[config.mk]
export PLATFORM = sky130hd
export DESIGN_NAME = reg_issue_ctrl
export DESIGN_NICKNAME = d
export VERILOG_FILES = /design/src/rtl/reg_issue_ctrl_pkg.sv /design/src/rtl/reg_issue_ctrl_buf.sv /design/src/rtl/reg_issue_ctrl.sv
export SDC_FILE = /design/constraint.sdc
export NUM_CORES = 1
export LEC_CHECK = 0
export ABC_AREA = 1
export CORE_MARGIN = 8
export CORE_UTILIZATION = 30
export CTS_BUF_LIST = sky130_fd_sc_hd__clkbuf_4
export CTS_CLUSTER_SIZE = 30
export DETAILED_ROUTE_END_ITERATION = 10
export PLACE_DENSITY = 0.67
export REMOVE_ABC_BUFFERS = 1
export SYNTH_ARGS = -nofsm -noshare
export SYNTH_HDL_FRONTEND = slang
export SYNTH_SLANG_ARGS = --single-unit
[constraint.sdc]
create_clock -name clk_in -period 2.1 [get_ports clk_in]
set_input_delay 0.42 -clock clk_in [delete_from_list [all_inputs] [get_ports clk_in]]
set_output_delay 0.42 -clock clk_in [all_outputs]
set_load 0.05 [all_outputs]
[src/rtl/reg_issue_ctrl_pkg.sv]
// Shared constants for the register/issue controller: ROB id width and buffer state encoding.
`ifndef ROB_WIDTH_BIT
`define ROB_WIDTH_BIT 4
`endif

package reg_issue_ctrl_pkg;

  localparam int ROB_W = `ROB_WIDTH_BIT;

  typedef enum logic {
    ST_EMPTY = 1'b0,
    ST_FULL  = 1'b1
  } buf_state_e;

  typedef struct packed {
    logic [4:0]  rd;
    logic [4:0]  rs1;
    logic [4:0]  rs2;
    logic        use_rs1;
    logic        use_rs2;
    logic        is_mem;
    logic [31:0] info;
  } dec_entry_t;

  // Register id presented to the register file; 0 means "no source".
  function automatic logic [4:0] src_id(input logic used, input logic [4:0] id);
    return used ? id : 5'd0;
  endfunction

endpackage

[src/rtl/reg_issue_ctrl_buf.sv]
// issue_buf: one-entry valid/ready holding register between decode and issue.
module issue_buf
  import reg_issue_ctrl_pkg::*;
(
  input  logic       clk_in,
  input  logic       rst_in,
  input  logic       rdy_in,
  input  logic       clear_in,
  input  logic       in_valid_i,
  input  dec_entry_t in_data_i,
  output logic       in_ready_o,
  input  logic       issue_i,
  output logic       full_o,
  output dec_entry_t data_o
);

  buf_state_e state_q, state_d;
  dec_entry_t data_q;
  logic       load;

  always_ff @(posedge clk_in) begin
    if (rst_in) state_q <= ST_EMPTY;
    else        state_q <= state_d;
  end

  // A flush empties the entry even while paused.
  always_comb begin
    state_d = state_q;
    if (clear_in) begin
      state_d = ST_EMPTY;
    end else if (rdy_in) begin
      case (state_q)
        ST_EMPTY: if (in_valid_i) state_d = ST_FULL;
        ST_FULL:  if (issue_i && !in_valid_i) state_d = ST_EMPTY;
        default:  state_d = ST_EMPTY;
      endcase
    end
  end

  always_comb begin
    full_o     = (state_q == ST_FULL);
    in_ready_o = !clear_in && (!full_o || issue_i);
  end

  assign load   = rdy_in && in_valid_i && in_ready_o;
  assign data_o = data_q;

  always_ff @(posedge clk_in) begin
    if (rst_in)    data_q <= '0;
    else if (load) data_q <= in_data_i;
  end

endmodule

[src/rtl/reg_issue_ctrl.sv]
// Rename/issue stage: buffers one decoded op, queries the register file and issues to RS or LSB.
// Optional counters stat_issued/stat_stall are compiled in with ISSUE_STAT_EN.
module reg_issue_ctrl
  import reg_issue_ctrl_pkg::*;
(
  input  logic             clk_in,
  input  logic             rst_in,
  input  logic             rdy_in,
  input  logic             clear_flag,
  input  logic             dec_valid,
  output logic             dec_ready,
  input  logic [4:0]       dec_rd,
  input  logic [4:0]       dec_rs1,
  input  logic [4:0]       dec_rs2,
  input  logic             dec_use_rs1,
  input  logic             dec_use_rs2,
  input  logic             dec_is_mem,
  input  logic [31:0]      dec_info,
  input  logic             rob_full,
  input  logic [ROB_W-1:0] rob_tail,
  input  logic             rs_full,
  input  logic             lsb_full,
  output logic [4:0]       ask_reg_id1,
  output logic [4:0]       ask_reg_id2,
  output logic [4:0]       new_reg_id,
  output logic [ROB_W-1:0] new_ROB_id,
  input  logic [31:0]      rf_val1,
  input  logic [31:0]      rf_val2,
  input  logic             rf_dep1,
  input  logic             rf_dep2,
  input  logic [ROB_W-1:0] rf_rob1,
  input  logic [ROB_W-1:0] rf_rob2,
  output logic             iss_rs_valid,
  output logic             iss_lsb_valid,
  output logic [31:0]      iss_info,
  output logic [31:0]      iss_v1,
  output logic [31:0]      iss_v2,
  output logic [ROB_W-1:0] iss_q1,
  output logic [ROB_W-1:0] iss_q2,
  output logic             iss_dep1,
  output logic             iss_dep2,
  output logic [ROB_W-1:0] iss_rob_id,
`ifdef ISSUE_STAT_EN
  output logic [31:0]      stat_issued,
  output logic [31:0]      stat_stall,
`endif
  output logic             rob_alloc
);

  dec_entry_t dec_in, cur;
  logic       buf_full, issue, live1, live2;

  logic             rs_valid_q, lsb_valid_q, rob_alloc_q, dep1_q, dep2_q;
  logic [4:0]       new_reg_q;
  logic [ROB_W-1:0] new_rob_q, rob_id_q, q1_q, q2_q;
  logic [31:0]      info_q, v1_q, v2_q;

  assign dec_in = '{rd: dec_rd, rs1: dec_rs1, rs2: dec_rs2, use_rs1: dec_use_rs1,
                    use_rs2: dec_use_rs2, is_mem: dec_is_mem, info: dec_info};

  issue_buf u_buf (
    .clk_in     (clk_in),
    .rst_in     (rst_in),
    .rdy_in     (rdy_in),
    .clear_in   (clear_flag),
    .in_valid_i (dec_valid),
    .in_data_i  (dec_in),
    .in_ready_o (dec_ready),
    .issue_i    (issue),
    .full_o     (buf_full),
    .data_o     (cur)
  );

  assign issue = buf_full && rdy_in && !clear_flag && !rob_full &&
                 !(cur.is_mem ? lsb_full : rs_full);

  assign ask_reg_id1 = buf_full ? src_id(cur.use_rs1, cur.rs1) : 5'd0;
  assign ask_reg_id2 = buf_full ? src_id(cur.use_rs2, cur.rs2) : 5'd0;
  assign live1       = cur.use_rs1 && (cur.rs1 != 5'd0);
  assign live2       = cur.use_rs2 && (cur.rs2 != 5'd0);

  always_ff @(posedge clk_in) begin
    if (rst_in || clear_flag) begin
      rs_valid_q  <= 1'b0;
      lsb_valid_q <= 1'b0;
      rob_alloc_q <= 1'b0;
      new_reg_q   <= '0;
      new_rob_q   <= '0;
      rob_id_q    <= '0;
      info_q      <= '0;
      v1_q        <= '0;
      v2_q        <= '0;
      q1_q        <= '0;
      q2_q        <= '0;
      dep1_q      <= 1'b0;
      dep2_q      <= 1'b0;
    end else if (rdy_in) begin
      rs_valid_q  <= issue && !cur.is_mem;
      lsb_valid_q <= issue && cur.is_mem;
      rob_alloc_q <= issue;
      new_reg_q   <= issue ? cur.rd : 5'd0;
      new_rob_q   <= issue ? rob_tail : '0;
      if (issue) begin
        rob_id_q <= rob_tail;
        info_q   <= cur.info;
        v1_q     <= live1 ? rf_val1 : 32'd0;
        v2_q     <= live2 ? rf_val2 : 32'd0;
        q1_q     <= live1 ? rf_rob1 : '0;
        q2_q     <= live2 ? rf_rob2 : '0;
        dep1_q   <= live1 && rf_dep1;
        dep2_q   <= live2 && rf_dep2;
      end
    end
  end

  assign iss_rs_valid  = rs_valid_q;
  assign iss_lsb_valid = lsb_valid_q;
  assign rob_alloc     = rob_alloc_q;
  assign new_reg_id    = new_reg_q;
  assign new_ROB_id    = new_rob_q;
  assign iss_rob_id    = rob_id_q;
  assign iss_info      = info_q;
  assign iss_v1        = v1_q;
  assign iss_v2        = v2_q;
  assign iss_q1        = q1_q;
  assign iss_q2        = q2_q;
  assign iss_dep1      = dep1_q;
  assign iss_dep2      = dep2_q;

`ifdef ISSUE_STAT_EN
  logic [31:0] stat_issued_q, stat_stall_q;

  always_ff @(posedge clk_in) begin
    if (rst_in) begin
      stat_issued_q <= '0;
      stat_stall_q  <= '0;
    end else if (rdy_in) begin
      stat_issued_q <= stat_issued_q + {31'd0, issue};
      stat_stall_q  <= stat_stall_q + {31'd0, buf_full && !issue};
    end
  end

  assign stat_issued = stat_issued_q;
  assign stat_stall  = stat_stall_q;
`endif

endmodule

### Word level (Yosys, flattened, before mapping)

Index checks and enable logic that the tools add are counted.

* input bits: 136
* flip-flop bits (word level): 173
* output and inout bits: 133
* word-level logic and storage cells: 62

* reduce and logical (&&, ||, !) cells: 26
* mux-type cells: 14
* bitwise gates (word level): 1

Operator list (count)
* $mux W32: 2
* $mux W5: 5
* $logic_and A1 B1 Y1: 14
* $mux W4: 3
* $reduce_bool A5 Y1: 2
* $logic_not A1 Y1: 6
* $mux W1: 3
* $logic_or A1 B1 Y1: 2
* $pmux W1 S2: 1
* $reduce_and A2 Y1: 1
* $reduce_or A2 Y1: 1
* $not A1 Y1: 1

### Logic depth before layout (Yosys ltp)

Gate-level depths: netlist of the first run.

* depth after elaboration: 7
* gate-level depth with buffers: 10
* depth with buffers taken out: 9

### Cells and area by module

From an unflattened synthesis of the first run, not the netlist that was laid out.

* cells, all modules: 1311
* area, all modules: 8172.8 µm²

By module, submodules not included
* reg_issue_ctrl: area an instance 5550.3 µm², instances 1, cells each 874, sequential area each 2442.3 µm²
* issue_buf: area an instance 2622.5 µm², instances 1, cells each 437, sequential area each 1021.0 µm²

### Worst setup path after synthesis of the first run

No wires, ideal clock.

* path type: input -> output
* start: input port clear_flag
* end: output port dec_ready
* arrival time: 1541 ps
* buffers on the path: 0
* path slack: 139 ps
* stages: 5
* data required time: 1680 ps
* cell sequence: inv_2 -> nand2_1 -> nor2_1 -> nand2_2 -> a21oi_1

* cells in the longest elaborated chain, start to end: 6

Ends and longest elaborated chain
* start: declaration: line reg_issue_ctrl.sv:9 `input logic clear_flag,`
* $logic_not A1 Y1 *: line reg_issue_ctrl_buf.sv:42, reg_issue_ctrl.sv:74
* $logic_and A1 B1 Y1 (3 in series): line reg_issue_ctrl.sv:74 `assign issue = buf_full && rdy_in && !clear_flag && !rob_full &&`
* $logic_or A1 B1 Y1: line reg_issue_ctrl_buf.sv:42 `in_ready_o = !clear_in && (!full_o || issue_i);`
* $logic_and A1 B1 Y1 *: line reg_issue_ctrl_buf.sv:42
* end: declaration: line reg_issue_ctrl.sv:11 `output logic dec_ready,`

Every way passes the cells marked *; elsewhere a longest branch is shown, timed or not.

### Worst setup path in the final report of the first run

* start: input port rdy_in
* end: output port dec_ready

* cells in the longest elaborated chain, start to end: 6

Ends and longest elaborated chain
* start: declaration: line reg_issue_ctrl.sv:8 `input logic rdy_in,`
* $logic_and A1 B1 Y1 (4 in series): line reg_issue_ctrl.sv:74
* $logic_or A1 B1 Y1: line reg_issue_ctrl_buf.sv:42
* $logic_and A1 B1 Y1: line reg_issue_ctrl_buf.sv:42

Every way passes these cells.

==> run summary, run 1 <==
Status: complete, no violations
Grt ovf: 0
Yosys warns: 0
Routability cong.: 0.761
Core area: 22600 sq um
Number of CTS-inserted buffers: 17
Max incr delay on CP: 500 ps
Post-CTS setup buffers: 0
Worst-skew pair later-pin latency: 540 ps
Initial antenna violation count: 1
Post-Route Utilization: 0.455
Synth Instances: 962
DIE AREA: 28100 sq um
CTS H-Tree Depth: 4
Number of DRC markers in iteration 0: 467
Post-synth cell types: 17
Area Growth Syn to Fin: 49.1%
First-pass GRT wire length: 36200 um
Pwr dens: 585 nW/um^2
Commonest cells after routing, fill and taps aside: 208 x nand2_1, 171 x dfxtp_1, 153 x inv_1
Transition time of the tightest slew-check pin: 704 ps
CP cell instances: clkdlybuf4s50_1 -> nand2_1 -> nor2_2 -> nand2_4 -> a21oi_4 -> buf_12
Clock slew seen by the registers of the worst setup and hold paths: 160 ps
Fill cell count: 2308
Placement Cell Area: 10100 sq um
Fin crit period: 2000 ps
Nets: 1342
Flop and latch count out of synthesis: 173
Top delay family on crit path: buffers and inverters
Avg Cell Area, Syn: 7.17 sq um
Critical path's slowest cell: clkdlybuf4s50_1
Design Area, Final: 10300 sq um
GRT Total Usage: 0.159
Slew Viols, Final: 0
Tcrit/Tclk final: 0.954
Detailed-route wire length: 22800 um
Max cap viols: 0
Fmax: 499 MHz
Final Hold Fails: 0
Final setup viols: 0
Setup_tns: 0 ps
Root Driver: clkbuf_4
FP Rows: 55
Chip Width: 168 um
Setup ws final: 97.1 ps
WP buf/inv: 2
Worst setup SP type: input port
Dpl ws: -71.1 ps
Chip Height: 168 um
Largest vdd supply drop: 0.351 mV
Tot Pwr: 6.01 mW
Initial core utilization: 0.305
TritonRoute pass-1 iters: 4
CP Capture Type: output port
Hold Slack: 403 ps
Multi-input gate area: 2600 sq um
Placed instance count: 1472
Final ANT Viol Nets: 0
Hold_buf cts: 0
# diodes: 0
Num ports: 269
Critical path depth: 6
Detail Placement HPWL: 15700 um
WP data arrival: 1580 ps
FF+latch area: 3470 sq um
Worst reg2reg path depth: 6
DRC: 0
Leak Pwr: 4.89 nW
I/O Buffers: 268
CP Class: in2out
Wire per inst: 15.2 um
Hold Crit Class: in2reg
Max Buffers Root-to-Sink: 2
Via count: 6781
CTS tree: done
Sequential-to-total area share from yosys stat: 0.502
Vias in the first global route: 6551
Largest net degree at the start of global routing: 85
Layout cells sized above 1: 0.0788
Final Skew: 15.8 ps
Worst Hold Depth: 3
Worst-path fanout max: 4
Commonest non-fill, non-tap cell in the layout: nand2_1
WP data required: 1680 ps
Synthesized area: 6890 sq um
Fin cells: 1504
Vias/cell: 4.51
CTS sink cnt: 173
Slew headroom: 0.530
==> area by class of cell <==
cell class	count	area share
flip-flops and latches	173	0.337
repair buffers	293	0.288
multi-input cells	560	0.253
inverters	161	0.0593
well taps	285	0.0347
clock inverters	15	0.0147
clock buffers	17	0.0124
==> synth_stat cells, drive strengths merged <==
library cell,instances,share of area
inv,159,0.087
o21ai,108,0.078
clkbuf,29,0.016
nand3,3,0.0022
nand4,50,0.045
a21oi,124,0.090
nor2,62,0.034
buf,39,0.027
clkinv,2,0.0011
nand2,213,0.12
dfxtp,173,0.50
==> registers in the layout, summed over array words and instances, names as in the netlist <==
name	flops
u_buf.data_o	50
iss_info	32
iss_v1	32
iss_v2	32
new_reg_id	5
iss_q1	4
iss_q2	4
iss_rob_id	4
new_ROB_id	4
iss_dep1	1
iss_dep2	1
iss_lsb_valid	1
iss_rs_valid	1
rob_alloc	1
u_buf.full_o	1
==> logic make-up (layout without fill, tap and decap cells) <==
group / count (synthesis) / after routing / share of synthesized area
and+or+nand+nor: 328 / 328 / 0.198
AOI/OAI and AO/OA: 232 / 232 / 0.168
buffers and inverters: 229 / 486 / 0.131
DFF: 173 / 173 / 0.502
==> worst register-to-register path: cells and delay by family (launching register included) <==
family,cells,cell delay [ps]
compound gates,2,290
buf+inv,2,570
flops,1,340
simple gates,2,350
==> path summary, 6_finish.rpt <==
kind / from / to / slack (ps)
setup / recovery: rdy_in / dec_ready / 100
hold / removal: rf_val1[26] / iss_v1[26] / 400
setup reg to reg: u_buf.data_o[42] / iss_v1[27] / 500
hold reg to reg: u_buf.data_o[27] / iss_info[27] / 450
==> layer usage <==
layer | vias to the layer above | track usage | routed length (um) | share of wire
met2 | 197 | 0.256 | 10500 | 0.46
met4 | 2 | 0.0404 | 274 | 0.012
met1 | 3050 | 0.203 | 10500 | 0.46
li1 | 3514 | - | - | -
met3 | 18 | 0.0480 | 1510 | 0.066
met5 | - | 0 | 13 | 0.00057
==> power breakdown <==
part,switching (mW),internal (mW)
logic,0.331,0.351
registers,0.0163,3.34
clock network,1.33,0.636
==> what timing repair did <==
action,4_1_cts,5_1_grt
gates cloned,0,0
gates resized for setup,124,19
setup endpoints to repair,126,11
pin swaps,0,3
hold endpoints to repair,0,0
Power figures use the tool's default switching activity.
==> run 2: changes to the inputs <==
--- a/config.mk
+++ b/config.mk
@@ -6,12 +6,15 @@
 export NUM_CORES = 1
 export LEC_CHECK = 0
 export ABC_AREA = 1
+export CELL_PAD_IN_SITES_DETAIL_PLACEMENT = 1
+export CELL_PAD_IN_SITES_GLOBAL_PLACEMENT = 2
 export CORE_MARGIN = 8
-export CORE_UTILIZATION = 30
+export CORE_UTILIZATION = 25
 export CTS_BUF_LIST = sky130_fd_sc_hd__clkbuf_4
 export CTS_CLUSTER_SIZE = 30
 export DETAILED_ROUTE_END_ITERATION = 10
-export PLACE_DENSITY = 0.67
+export GPL_ROUTABILITY_DRIVEN = 0
+export PLACE_DENSITY = 0.94
 export REMOVE_ABC_BUFFERS = 1
 export SYNTH_ARGS = -nofsm -noshare
 export SYNTH_HDL_FRONTEND = slang
==> run 2 against run 1 <==
The flow now finishes with violations (setup timing). Register-to-register slack worse by 80 ps. Non-clock buffer count is 13 higher. Via count is 4.7% higher. Largest cell class unchanged. Clock power is 5% lower.
==> run summary, run 2 (same netlist as run 1, synthesis figures left out) <==
Worst setup SP type: input port (unchanged)
WL met1: 11800 um (was 10500 um)
TritonRoute pass-1 iters: 4 (unchanged)
Dpl ws: -125 ps (was -71.1 ps)
Fin cells: 1575 (was 1504)
Root Driver: clkbuf_4 (unchanged)
Setup_tns: -13.0 ps (was 0 ps)
Layout cells sized above 1: 0.0877 (was 0.0788)
Via count: 7099 (was 6781)
Failing checks: setup timing
Area Growth Syn to Fin: 51.6% (was 49.1%)
Nets: 1355 (was 1342)
Hold Crit Class: in2reg (unchanged)
Slew Viols, Final: 0 (unchanged)
Max Buffers Root-to-Sink: 2 (unchanged)
FP Rows: 60 (was 55)
Placement Cell Area: 10200 sq um (was 10100 sq um)
CP cell instances: clkdlybuf4s50_1 -> inv_2 -> nand2_1 -> nor2_2 -> nand2_2 -> a21oi_2 -> buf_4 -> buf_12 (was clkdlybuf4s50_1 -> nand2_1 -> nor2_2 -> nand2_4 -> a21oi_4 -> buf_12)
CP Capture Type: output port (unchanged)
Detailed-route wire length: 25400 um (was 22800 um)
Final setup viols: 1 (was 0)
Vias in the first global route: 7314 (was 6551)
WP buf/inv: 4 (was 2)
Status: complete, but fails checks (was complete, no violations)
Core area: 27000 sq um (was 22600 sq um)
CP Class: in2out (unchanged)
Chip Height: 182 um (was 168 um)
Tcrit/Tclk final: 1.01 (was 0.954)
Slew headroom: 0.528 (was 0.530)
Worst-path fanout max: 4 (unchanged)
Largest vdd supply drop: 0.323 mV (was 0.351 mV)
Pwr dens: 568 nW/um^2 (was 585 nW/um^2)
Fin crit period: 2110 ps (was 2000 ps)
Initial core utilization: 0.255 (was 0.305)
CTS sink cnt: 173 (unchanged)
Commonest cells after routing, fill and taps aside: 208 x nand2_1, 171 x dfxtp_1, 153 x inv_1 (unchanged)
Top delay family on crit path: buffers and inverters (unchanged)
Commonest non-fill, non-tap cell in the layout: nand2_1 (unchanged)
Number of CTS-inserted buffers: 17 (unchanged)
Vias/cell: 4.51 (about the same)
First-pass GRT wire length: 40100 um (was 36200 um)
CTS H-Tree Depth: 4 (unchanged)
Num ports: 269 (unchanged)
Clock slew seen by the registers of the worst setup and hold paths: 180 ps (was 160 ps)
Initial antenna violation count: 2 (was 1)
WP data required: 1680 ps (about the same)
Wire per inst: 16.1 um (was 15.2 um)
Metal2 WL: 12100 um (was 10500 um)
DIE AREA: 33100 sq um (was 28100 sq um)
Final ANT Viol Nets: 0 (unchanged)
CTS tree: done (unchanged)
Design Area, Final: 10400 sq um (was 10300 sq um)
Largest net degree at the start of global routing: 79 (was 85)
Top Layer Used: met4 (was met5)
RSZ-0062 raised after global routing: yes
GRT Total Usage: 0.149 (was 0.159)
Transition time of the tightest slew-check pin: 708 ps (was 704 ps)
DRC: 0 (unchanged)
Max incr delay on CP: 470 ps (was 500 ps)
Max cap viols: 0 (unchanged)
Final Hold Fails: 0 (unchanged)
I/O Buffers: 268 (unchanged)
Chip Width: 182 um (was 168 um)
Number of DRC markers in iteration 0: 295 (was 467)
Max reg flops: 50 (unchanged)
Hold Slack: 404 ps (was 403 ps)
Worst-skew pair later-pin latency: 550 ps (was 540 ps)
Fmax: 473 MHz (was 499 MHz)
Placed instance count: 1535 (was 1472)
Leak Pwr: 4.95 nW (was 4.89 nW)
Detail Placement HPWL: 18000 um (was 15700 um)
Grt ovf: 0 (unchanged)
DR WL met3: 1200 um (was 1510 um)
Final Skew: 29.0 ps (was 15.8 ps)
WP data arrival: 1690 ps (was 1580 ps)
Setup ws final: -13.0 ps (was 97.1 ps)
Critical path's slowest cell: clkdlybuf4s50_1 (unchanged)
-- run 2: cell type report --
type	count	area, sq um
inverters	161	609
flip-flops and latches	173	3470
fillers	3345	16600
multi-input cells	560	2640
well taps	341	427
diodes	2	5.00
clock inverters	15	138
clock buffers	17	128
repair buffers	306	3040
-- run 2: final timing paths --
check                                      start  slack (ps)           end  cells past startpoint
worst min-delay path                 rf_val1[11]         400    iss_v1[11]                      3
worst max register to register      u_buf.full_o         420    iss_v2[30]                      9
worst min register to register  u_buf.data_o[25]         450  iss_info[25]                      2
worst max-delay path                  clear_flag         -10     dec_ready                      8
-- run 2: timing repair --
action,in CTS,in global routing
buffers inserted,0,6
endpoints found under the setup margin,132,8
pin swaps,0,5
hold buffers,0,0
gates resized for setup,128,24
-- run 2: per-layer routing --
layer / global-route usage / vias to the layer above
met2: 0.253 / 180
met3: 0.0351 / 12
met5: 0 / -
li1: - / 3537
met4: 0.0348 / 0
met1: 0.189 / 3370
-- run 2: worst reg2reg max path, stage by stage (launching register included) --
cell	delay [ps]
dfxtp_4	410
nand2_2	50
nor2_2	90
nand2_2	100
buf_4	150
buf_12	120
inv_6	130
buf_4	280
o21ai_0	140
a21oi_1	160
-- run 2: metrics by stage --
stage           util  total power, mW
4_1_cts        0.382             6.05
3_5_place_dp   0.377             4.13
6_report       0.387             5.94
3_3_place_gp   0.377             4.11
5_1_grt        0.387             6.26
2_1_floorplan      -             3.70
-- run 2: power breakdown --
part           internal, mW  switching, mW
clock                 0.518           1.35
combinational         0.358          0.348
sequential             3.34         0.0187
total                  4.21           1.72
==> run 3: changes to the inputs <==
--- a/config.mk
+++ b/config.mk
@@ -9,12 +9,12 @@
 export CELL_PAD_IN_SITES_DETAIL_PLACEMENT = 1
 export CELL_PAD_IN_SITES_GLOBAL_PLACEMENT = 2
 export CORE_MARGIN = 8
-export CORE_UTILIZATION = 25
+export CORE_UTILIZATION = 24
 export CTS_BUF_LIST = sky130_fd_sc_hd__clkbuf_4
 export CTS_CLUSTER_SIZE = 30
 export DETAILED_ROUTE_END_ITERATION = 10
 export GPL_ROUTABILITY_DRIVEN = 0
-export PLACE_DENSITY = 0.94
+export PLACE_DENSITY_LB_ADDON = 0.1
 export REMOVE_ABC_BUFFERS = 1
 export SYNTH_ARGS = -nofsm -noshare
 export SYNTH_HDL_FRONTEND = slang
==> constraint.sdc (replaced) <==
create_clock -name clk_in -period 2.2 [get_ports clk_in]
set_input_delay 0.44 -clock clk_in [delete_from_list [all_inputs] [get_ports clk_in]]
set_output_delay 0.44 -clock clk_in [all_outputs]
set_load 0.05 [all_outputs]
==> run 3 against run 2 <==
Highest routed layer unchanged. Global-route usage shrank 0.13 points. Die area rose by 3.8%. Critical path type unchanged. The run now ends clean. Combinational power shrank 6.9%.
==> run summary, run 3 (same netlist as run 1, synthesis figures left out) <==
Tcrit/Tclk final: 0.938
Initial core utilization: 0.242 (was 0.255)
Slew Viols, Final: 0 (unchanged)
DIE AREA: 34400 sq um (was 33100 sq um)
FP Rows: 62 (was 60)
CP Class: in2out (unchanged)
CTS tree: done (unchanged)
Worst setup SP type: input port (unchanged)
DRC: 0 (unchanged)
Worst reg2reg path depth: 10 (was 9)
Max reg flops: 50 (unchanged)
Num ports: 269 (unchanged)
GRT Total Usage: 0.148 (was 0.149)
Layout cells sized above 1: 0.0665 (was 0.0877)
Setup ws final: 137 ps (was -13.0 ps)
Hold Slack: 416 ps (was 404 ps)
Placement Cell Area: 10100 sq um (was 10200 sq um)
CTS H-Tree Depth: 4 (unchanged)
Final Hold Fails: 0 (unchanged)
Number of CTS-inserted buffers: 17 (unchanged)
Vias/cell: 4.28 (was 4.51)
RSZ-0062 raised after global routing: no (was yes)
Initial antenna violation count: 1 (was 2)
Largest vdd supply drop: 0.212 mV (was 0.323 mV)
Detailed-route wire length: 25600 um (was 25400 um)
Worst-skew pair later-pin latency: 560 ps (was 550 ps)
TritonRoute pass-1 iters: 6 (was 4)
Dpl ws: -18.5 ps (was -125 ps)
Chip Width: 185 um (was 182 um)
Clock slew seen by the registers of the worst setup and hold paths: 170 ps (was 180 ps)
Switching Fraction: 0.278 (was 0.290)
Root Driver: clkbuf_4 (unchanged)
WP data required: 1760 ps (was 1680 ps)
Design Area, Final: 10200 sq um (was 10400 sq um)
Fmax: 485 MHz
Hold_buf cts: 0 (unchanged)
Status: complete, no violations (was complete, but fails checks)
CP cell instances: clkdlybuf4s50_1 -> nand2_1 -> nor2_2 -> nand2_4 -> a21oi_4 -> buf_12 (was clkdlybuf4s50_1 -> inv_2 -> nand2_1 -> nor2_2 -> nand2_2 -> a21oi_2 -> buf_4 -> buf_12)
Worst r2r dst: u_buf.data_o[1] (was iss_v2[30])
Max cap viols: 0 (unchanged)
Commonest cells after routing, fill and taps aside: 211 x nand2_1, 172 x dfxtp_1, 154 x inv_1 (was 208 x nand2_1, 171 x dfxtp_1, 153 x inv_1)
Sequential Power Share: 0.563 (was 0.566)
Critical path's slowest cell: clkdlybuf4s50_1 (unchanged)
CP Capture Type: output port (unchanged)
Pwr dens: 557 nW/um^2 (was 568 nW/um^2)
I/O Buffers: 268 (unchanged)
Vias in the first global route: 7073 (was 7314)
Worst-path fanout max: 8 (was 4)
Number of DRC markers in iteration 0: 267 (was 295)
Nets: 1343 (was 1355)
CTS sink cnt: 173 (unchanged)
R2R Path Start: u_buf.data_o[32] (was u_buf.full_o)
Wire per inst: 16.0 um (was 16.1 um)
Final Skew: 39.4 ps (was 29.0 ps)
Leak Pwr: 4.84 nW (was 4.95 nW)
Clock power share: 0.322 (was 0.315)
Max incr delay on CP: 510 ps (was 470 ps)
Post-Route Utilization: 0.359 (was 0.387)
First-pass GRT wire length: 40100 um (about the same)
Area Growth Syn to Fin: 48.1% (was 51.6%)
Hold Path Sink: iss_v2[22] (was iss_v1[11])
FF-to-FF setup slack: 650 ps (was 420 ps)
Commonest non-fill, non-tap cell in the layout: nand2_1 (unchanged)
Final ANT Viol Nets: 0 (unchanged)
Switching component of the power: 1.58 mW (was 1.72 mW)
Worst Hold Depth: 3 (unchanged)
Hold Crit Class: in2reg (unchanged)
Chip Height: 185 um (was 182 um)
Internal: 4.11 mW (was 4.21 mW)
Max Buffers Root-to-Sink: 2 (unchanged)
Detail Placement HPWL: 18000 um (about the same)
Via count: 6864 (was 7099)
WP data arrival: 1620 ps (was 1690 ps)
Final setup viols: 0 (was 1)
Grt ovf: 0 (unchanged)
Worst hold path startpoint: rf_val2[22] (was rf_val1[11])
Combinational power share: 0.116 (was 0.119)
Fin crit period: 2060 ps
Core area: 28500 sq um (was 27000 sq um)
Slew headroom: 0.554 (was 0.528)
Largest net degree at the start of global routing: 56 (was 79)
Transition time of the tightest slew-check pin: 668 ps (was 708 ps)
run 3: layout make-up:
type	instances	area [sq um]
diodes	1	2.50
clock buffers	17	128
clock inverters	13	133
fillers	3562	18300
inverters	161	609
multi-input cells	560	2560
flip-flops and latches	173	3470
well taps	384	480
repair buffers	294	2830
run 3: worst max path at each step:
stage	start	to	slack, ps	cells after the start
6_report	rdy_in	dec_ready	140	6
5_1_grt	u_buf.data_o[32]	dec_ready	10	6
4_1_cts	u_buf.full_o	dec_ready	-20	5
3_5_place_dp	rdy_in	dec_ready	-20	6
3_3_place_gp	clear_flag	dec_ready	-20	7
2_1_floorplan	clear_flag	iss_rob_id[0]	-970	7
run 3: metrics by stage:
| step | power, mW | TNS [ps] | instances |
|---|---|---|---|
| 2_1_floorplan | 3.54 | -163650 | 894 |
| 3_3_place_gp | 3.94 | -20.9 | 1570 |
| 3_5_place_dp | 3.94 | -18.5 | 1570 |
| 4_1_cts | 5.84 | -21.9 | 1600 |
| 5_1_grt | 6.01 | 0 | 1603 |
| 6_report | 5.69 | 0 | 1603 |
run 3: power by group through the flow:
| stage | Combinational, mW | Sequential [mW] | Clock (mW) |
|---|---|---|---|
| 3_3_place_gp | 0.665 | 3.27 | 0 |
| 2_1_floorplan | 0.255 | 3.28 | 0 |
| 4_1_cts | 0.671 | 3.20 | 1.97 |
| 3_5_place_dp | 0.667 | 3.27 | 0 |
| 6_report | 0.657 | 3.20 | 1.83 |
| 5_1_grt | 0.743 | 3.21 | 2.06 |
run 3: worst max-delay path, delay by kind of cell:
kind / cells / cell delay, ps
AO/OA/AOI/OAI: 1 / 160
buffers and inverters: 2 / 660
AND/OR/NAND/NOR: 3 / 360
run 3: repair_timing:
item,in CTS,in global routing
resized for setup,125,2
gates cloned,0,0
setup endpoints to repair,127,1
pin swaps,0,0
buffers inserted,0,2
run 3: layer usage:
| metal | vias up | global-route usage | share of wire |
|---|---|---|---|
| met1 | 3161 | 0.202 | 0.49 |
| met5 | - | 0 | 0 |
| li1 | 3513 | - | - |
| met2 | 181 | 0.235 | 0.44 |
| met3 | 9 | 0.0342 | 0.060 |
| met4 | 0 | 0.0317 | 0.0063 |
